File: src/rtl/div_pkg.sv
// Shared types and constants for the 8-bit restoring divider.
// Latency: n/a (declarations only).
// Backpressure: n/a.
package div_pkg;

  localparam int DIV_WIDTH = 8;

  typedef enum logic [2:0] {
    IDLE  = 3'd0,
    LOAD  = 3'd1,
    SHIFT = 3'd2,
    SUB   = 3'd3,
    HALT  = 3'd4
  } state_t;

endpackage

File: src/rtl/divider_8bit_if.sv
// Operand/result bundle between a requester and divider_8bit.
// Latency: n/a (wires only).
// Backpressure: Run is a level request held until Done; results are held in HALT while Run stays high.
// Signals: Run, Load_Divisor, Din (requester -> divider); Quotient, Remainder, Busy, Done, Div_By_Zero (divider -> requester).
interface divider_8bit_if;
  import div_pkg::*;

  logic                 Run;
  logic                 Load_Divisor;
  logic [DIV_WIDTH-1:0] Din;
  logic [DIV_WIDTH-1:0] Quotient;
  logic [DIV_WIDTH-1:0] Remainder;
  logic                 Busy;
  logic                 Done;
  logic                 Div_By_Zero;

  modport master (
    output Run, Load_Divisor, Din,
    input  Quotient, Remainder, Busy, Done, Div_By_Zero
  );

  modport slave (
    input  Run, Load_Divisor, Din,
    output Quotient, Remainder, Busy, Done, Div_By_Zero
  );

endinterface

File: src/rtl/div_control.sv
// Sequencer for the restoring divider: IDLE -> LOAD -> 8 x (SHIFT, SUB) -> HALT, plus the iteration counter.
// Latency: HALT entered 17 edges after LOAD is entered (nonzero divisor), 1 edge for a zero divisor.
// Backpressure: stays in HALT while run is high; returns to IDLE on the first edge with run low.
// Ports: Clk, Reset_n; run, divisor_zero in; idle/load/shift/sub/halt strobes out (decoded from the state register).
module div_control
  import div_pkg::*;
(
  input  logic Clk,
  input  logic Reset_n,
  input  logic run,
  input  logic divisor_zero,
  output logic idle_stb,
  output logic load_stb,
  output logic shift_stb,
  output logic sub_stb,
  output logic halt_stb
);

  state_t     state;
  logic [2:0] count;

  always_ff @(posedge Clk or negedge Reset_n) begin
    if (!Reset_n) begin
      state <= IDLE;
      count <= 3'd0;
    end else begin
      case (state)
        IDLE:  if (run) state <= LOAD;
        LOAD: begin
          count <= 3'd0;
          // A zero divisor short-circuits straight to the result state.
          state <= divisor_zero ? HALT : SHIFT;
        end
        SHIFT: state <= SUB;
        SUB: begin
          count <= count + 3'd1;
          state <= (count == 3'd7) ? HALT : SHIFT;
        end
        HALT:  if (!run) state <= IDLE;
        default: state <= IDLE;
      endcase
    end
  end

  // Strobes are pure decodes of the state flop: no input reaches an output combinationally.
  assign idle_stb  = (state == IDLE);
  assign load_stb  = (state == LOAD);
  assign shift_stb = (state == SHIFT);
  assign sub_stb   = (state == SUB);
  assign halt_stb  = (state == HALT);

endmodule

File: src/rtl/divider_8bit.sv
// Unsigned 8-bit restoring divider: datapath registers and 9-bit trial subtractor around div_control.
// Latency: Done rises on the 18th edge counting the Run-sampling edge as the 1st (2nd edge for a zero divisor).
// Backpressure: results held in HALT while Run is high; a new division needs Run low then high.
// Ports: Clk, Reset_n (async, active low); bus (slave): Run, Load_Divisor, Din in; Quotient, Remainder, Busy, Done, Div_By_Zero out.
module divider_8bit
  import div_pkg::*;
(
  input  logic           Clk,
  input  logic           Reset_n,
  divider_8bit_if.slave  bus
);

  logic [DIV_WIDTH-1:0] divisor;
  logic [DIV_WIDTH-1:0] quot;
  logic [DIV_WIDTH:0]   rem;      // 9 bits so the shifted-out MSB is never lost
  logic                 dbz;
  logic [DIV_WIDTH+1:0] diff;     // extra top bit is the borrow
  logic                 borrow;

  logic idle_stb, load_stb, shift_stb, sub_stb, halt_stb;

  div_control u_ctrl (
    .Clk          (Clk),
    .Reset_n      (Reset_n),
    .run          (bus.Run),
    .divisor_zero (divisor == '0),
    .idle_stb     (idle_stb),
    .load_stb     (load_stb),
    .shift_stb    (shift_stb),
    .sub_stb      (sub_stb),
    .halt_stb     (halt_stb)
  );

  assign diff   = {1'b0, rem} - {2'b00, divisor};
  assign borrow = diff[DIV_WIDTH+1];

  always_ff @(posedge Clk or negedge Reset_n) begin
    if (!Reset_n) begin
      divisor <= '0;
      quot    <= '0;
      rem     <= '0;
      dbz     <= 1'b0;
    end else begin
      // Divisor only capturable while idle; same-edge Run is fine since LOAD reads it next cycle.
      if (idle_stb && bus.Load_Divisor) divisor <= bus.Din;

      if (load_stb) begin
        if (divisor == '0) begin
          quot <= '1;
          rem  <= {1'b0, bus.Din};
          dbz  <= 1'b1;
        end else begin
          quot <= bus.Din;
          rem  <= '0;
          dbz  <= 1'b0;
        end
      end

      if (shift_stb) begin
        rem  <= {rem[DIV_WIDTH-1:0], quot[DIV_WIDTH-1]};
        quot <= {quot[DIV_WIDTH-2:0], 1'b0};
      end

      // Restoring step: keep the difference only when it did not go negative.
      if (sub_stb && !borrow) begin
        rem     <= diff[DIV_WIDTH:0];
        quot[0] <= 1'b1;
      end
    end
  end

  assign bus.Quotient    = quot;
  assign bus.Remainder   = rem[DIV_WIDTH-1:0];
  assign bus.Busy        = load_stb | shift_stb | sub_stb;
  assign bus.Done        = halt_stb;
  assign bus.Div_By_Zero = dbz;

endmodule

File: src/flat_wrapper.sv
// flat-port wrapper written by rule: the top's interface ports become plain ports
module divider_8bit_flat import div_pkg::*;
  (Clk, Reset_n, bus_Run, bus_Load_Divisor, bus_Din, bus_Quotient, bus_Remainder, bus_Busy, bus_Done, bus_Div_By_Zero);
  divider_8bit_if bus_i ();
  input  logic Clk;
  input  logic Reset_n;
  input wire logic [$bits(bus_i.Run)-1:0] bus_Run;
  input wire logic [$bits(bus_i.Load_Divisor)-1:0] bus_Load_Divisor;
  input wire logic [$bits(bus_i.Din)-1:0] bus_Din;
  output wire logic [$bits(bus_i.Quotient)-1:0] bus_Quotient;
  output wire logic [$bits(bus_i.Remainder)-1:0] bus_Remainder;
  output wire logic [$bits(bus_i.Busy)-1:0] bus_Busy;
  output wire logic [$bits(bus_i.Done)-1:0] bus_Done;
  output wire logic [$bits(bus_i.Div_By_Zero)-1:0] bus_Div_By_Zero;
  assign bus_i.Run = bus_Run;
  assign bus_i.Load_Divisor = bus_Load_Divisor;
  assign bus_i.Din = bus_Din;
  assign bus_Quotient = bus_i.Quotient;
  assign bus_Remainder = bus_i.Remainder;
  assign bus_Busy = bus_i.Busy;
  assign bus_Done = bus_i.Done;
  assign bus_Div_By_Zero = bus_i.Div_By_Zero;
  divider_8bit u_core (.Clk(Clk), .Reset_n(Reset_n), .bus(bus_i));
endmodule
File: config.mk
export PLATFORM = sky130hd
export DESIGN_NAME = divider_8bit_flat
export DESIGN_NICKNAME = d
export VERILOG_FILES = /design/src/rtl/div_pkg.sv /design/src/rtl/divider_8bit_if.sv /design/src/rtl/div_control.sv /design/src/rtl/divider_8bit.sv /design/src/flat_wrapper.sv
export SDC_FILE = /design/constraint.sdc
export NUM_CORES = 1
export LEC_CHECK = 0
export CAP_MARGIN = 20
export CORE_ASPECT_RATIO = 0.6
export CORE_MARGIN = 2
export CORE_UTILIZATION = 40
export CTS_CLUSTER_SIZE = 10
export DETAILED_ROUTE_END_ITERATION = 10
export PLACE_DENSITY_LB_ADDON = 0.3
export REMOVE_ABC_BUFFERS = 1
export SYNTH_ARGS = -nofsm -noshare
export SYNTH_HDL_FRONTEND = slang
export SYNTH_SLANG_ARGS = --single-unit
File: constraint.sdc
create_clock -name Clk -period 3.51 [get_ports Clk]
set_input_delay 0.702 -clock Clk [delete_from_list [all_inputs] [get_ports Clk]]
set_output_delay 0.702 -clock Clk [all_outputs]
set_load 0.1 [all_outputs]
==> impl_metrics.ini <==
[timing]
timing.fmax_ghz = 0.387
fin_crit_ns = 2.58
skew_ns = 0.0105
totalNegativeSetupSlack_ns = 0
rsz0062_at_grt = false
setup_viol = 0
relSlewSlack_pct = 34.1
maxSlewViolCount = 0
fin_crit_sh_pct = 73.6
worst_slew_pin_slew_ns = 0.985
hold_viol_final = 0

[min_path]
min_to = u_core.u_ctrl.count[1]
hold_path.class = register to register
hold_depth = 2
worstHoldStart = u_core.u_ctrl.count[1]

[floorplanning]
core_area_um2 = 5100
die_w_um = 98.2
initial_core_util_pct = 41.7
die_area_um2 = 5940
num_io_pins = 31
die_h_um = 60.5
row_count = 20

[finish]
syn2layout_area_growth_pct = 17.8
drive_above_1_share_pct = 10.4
n_antenna_cell = 0
fin_nets = 291

[critical_path]
rr_endpoint = u_core.rem[8]
rrSetupSlack_ns = 1.09
path_buf_inv = 1
start_kind = register
crit_arrival_ns = 1.88
worstRegToRegCells = 9
r2r_start = u_core.rem[0]
required_ns = 2.81
critical_path.startpoint = u_core.bus.Quotient[7]
crit_chain = clkdlybuf4s50_1
cpLargestDelayFamily = buffers and inverters
max_stage_delay_ns = 1.16
endpoint_kind = output port
critPathMaxFanout = 5
worstSetupPathType = register to output port
slowest_stage = clkdlybuf4s50_1

[global_routing]
grtUsageTotal_pct = 20.2
grt_pass1_wl_mm = 9.17
gr-total-overflow = 0
grt_max_degree = 33
antenna_found_initial = 0
first_global_vias = 1751

[status]
run_status = finished clean

[yosys]
synth_cells = 248
async_flop_share_pct = 100
ys.flop_type = dfrtp_1
syn_avg_cell_area_um2 = 8.58
synth_edf_count = 0
mappedNetlistArea_um2 = 2130
ys_warn_count = 0
synth_seq_area_share_pct = 37.6
synthDistinctLibCells = 50
synth-seq-cells = 32

[placement]
dp_hpwl_mm = 4.24
io_buffers = 30
gp_congestion = 0.915

[clock_network]
cts_setup_buffers = 0
clock-sinks = 32
cts_root_buf = clkbuf_8
cts_resized = 0
clock_latency_ns = 0.29
clockBufferDepth = 2
cts_buffers = 5
htreeDepth = 2
ctsHoldBuffers = 0
clk_pin_slew_worst_paths_ns = 0.08
tritoncts = built

[detailed_routing]
drtIter0Drc = 166
wl_mm = 5.61
ant_nets = 0
vias = 1922
route.detailed.drc = 0
vias_per_cell = 5.74
first_pass_iters = 5
wl_per_cell_um = 16.7

[job]
cap_violations = 0
layer usage:
metal  track usage [%]  vias to the layer above  part of all wire [%]
li1                  -                      920                     -
met1              32.8                      928                    53
met2              26.7                       69                    39
met3              4.38                        5                   7.4
met4              4.50                        0                  0.64
met5                 0                        -                     0
placed cells by master, fill, tap and decap left out, types with 6 or more instances in the layout:
cell / n
ha_1: 10
o21ai_0: 19
nor2_1: 19
a211oi_1: 6
clkdlybuf4s50_1: 23
buf_4: 11
dfrtp_1: 32
a21oi_1: 17
nand3_1: 11
nand2_1: 32
inv_1: 15
layout make-up:
cell class	instances	area (um2)
Clock inverter	2	35.0
Sequential cell	32	801
Fill cell	516	2600
Tap cell	66	82.6
Multi-Input combinational cell	179	1140
Clock buffer	6	72.6
Inverter	16	60.1
Timing Repair Buffer	34	313
how the worst max path moves through the flow:
stage | endpoint | slack (ns) | cells past startpoint
after detailed placement | u_core.rem[7] | 1.15 | 5
final | bus_Quotient[7] | 0.93 | 1
after CTS | bus_Quotient[7] | 0.91 | 1
after global placement | u_core.rem[7] | 1.13 | 5
after global routing | bus_Quotient[7] | 0.87 | 1
after floorplan | bus_Done | -0.08 | 2
kinds of logic after synthesis:
group / share of synthesized area, %
AND/OR/NAND/NOR: 18.6
AO/OA/AOI/OAI: 22.5
buffers and inverters: 8.64
flip-flops: 37.6
adder cells (fa/ha/maj): 6.82
XOR/XNOR: 2.47
multiplexers: 3.35
sequential cells by signal, indices dropped and copies added (netlist names):
signal,cells
u_core.bus.Div_By_Zero,1
u_core.bus.Quotient,8
u_core.divisor,8
u_core.rem,9
u_core.u_ctrl.count,3
u_core.u_ctrl.state,3
stage by stage:
stage	cells	worst slack [ns]	util [%]	cell area (um2)	hold slack [ns]
4_1_cts	335	0.910	49.1	2510	0.499
3_3_place_gp	327	1.13	47.0	2400	0.471
6_report	335	0.927	49.1	2510	0.489
5_1_grt	335	0.867	49.1	2510	0.531
2_1_floorplan	227	-0.0764	-	2000	0.406
3_5_place_dp	327	1.15	47.0	2400	0.484
synth_stat cells (all sizes together) (3+ instances only):
| master | instances | area, um2 |
|---|---|---|
| o221ai | 3 | 26.3 |
| dfrtp | 32 | 801 |
| a21o | 3 | 22.5 |
| clkbuf | 5 | 18.8 |
| nor4 | 4 | 25.0 |
| buf | 16 | 105 |
| nor2 | 19 | 71.3 |
| ha | 10 | 125 |
| a21oi | 18 | 93.8 |
| a211o | 3 | 26.3 |
| mux2 | 3 | 41.3 |
| o22ai | 3 | 18.8 |
| a211oi | 7 | 57.6 |
| mux2i | 3 | 30.0 |
| nand3 | 11 | 55.1 |
| inv | 16 | 60.1 |
| nand2 | 32 | 120 |
| xor2 | 5 | 43.8 |
| and3 | 3 | 18.8 |
| o21ai | 19 | 95.1 |
| or2 | 3 | 18.8 |
| nor3 | 3 | 15.0 |
worst reg2reg max path: cells and delay by family (launching register included):
kind / cells / cell delay (ns)
AOI/OAI and AO/OA: 3 / 0.78
adders and majority gates: 2 / 0.58
buffers and inverters: 2 / 0.13
DFF: 1 / 0.41
and+or+nand+nor: 2 / 0.44
Power is left out: the tool's default activity adds up to more than one toggle a clock period on the data nets, which glitch-free logic cannot reach.
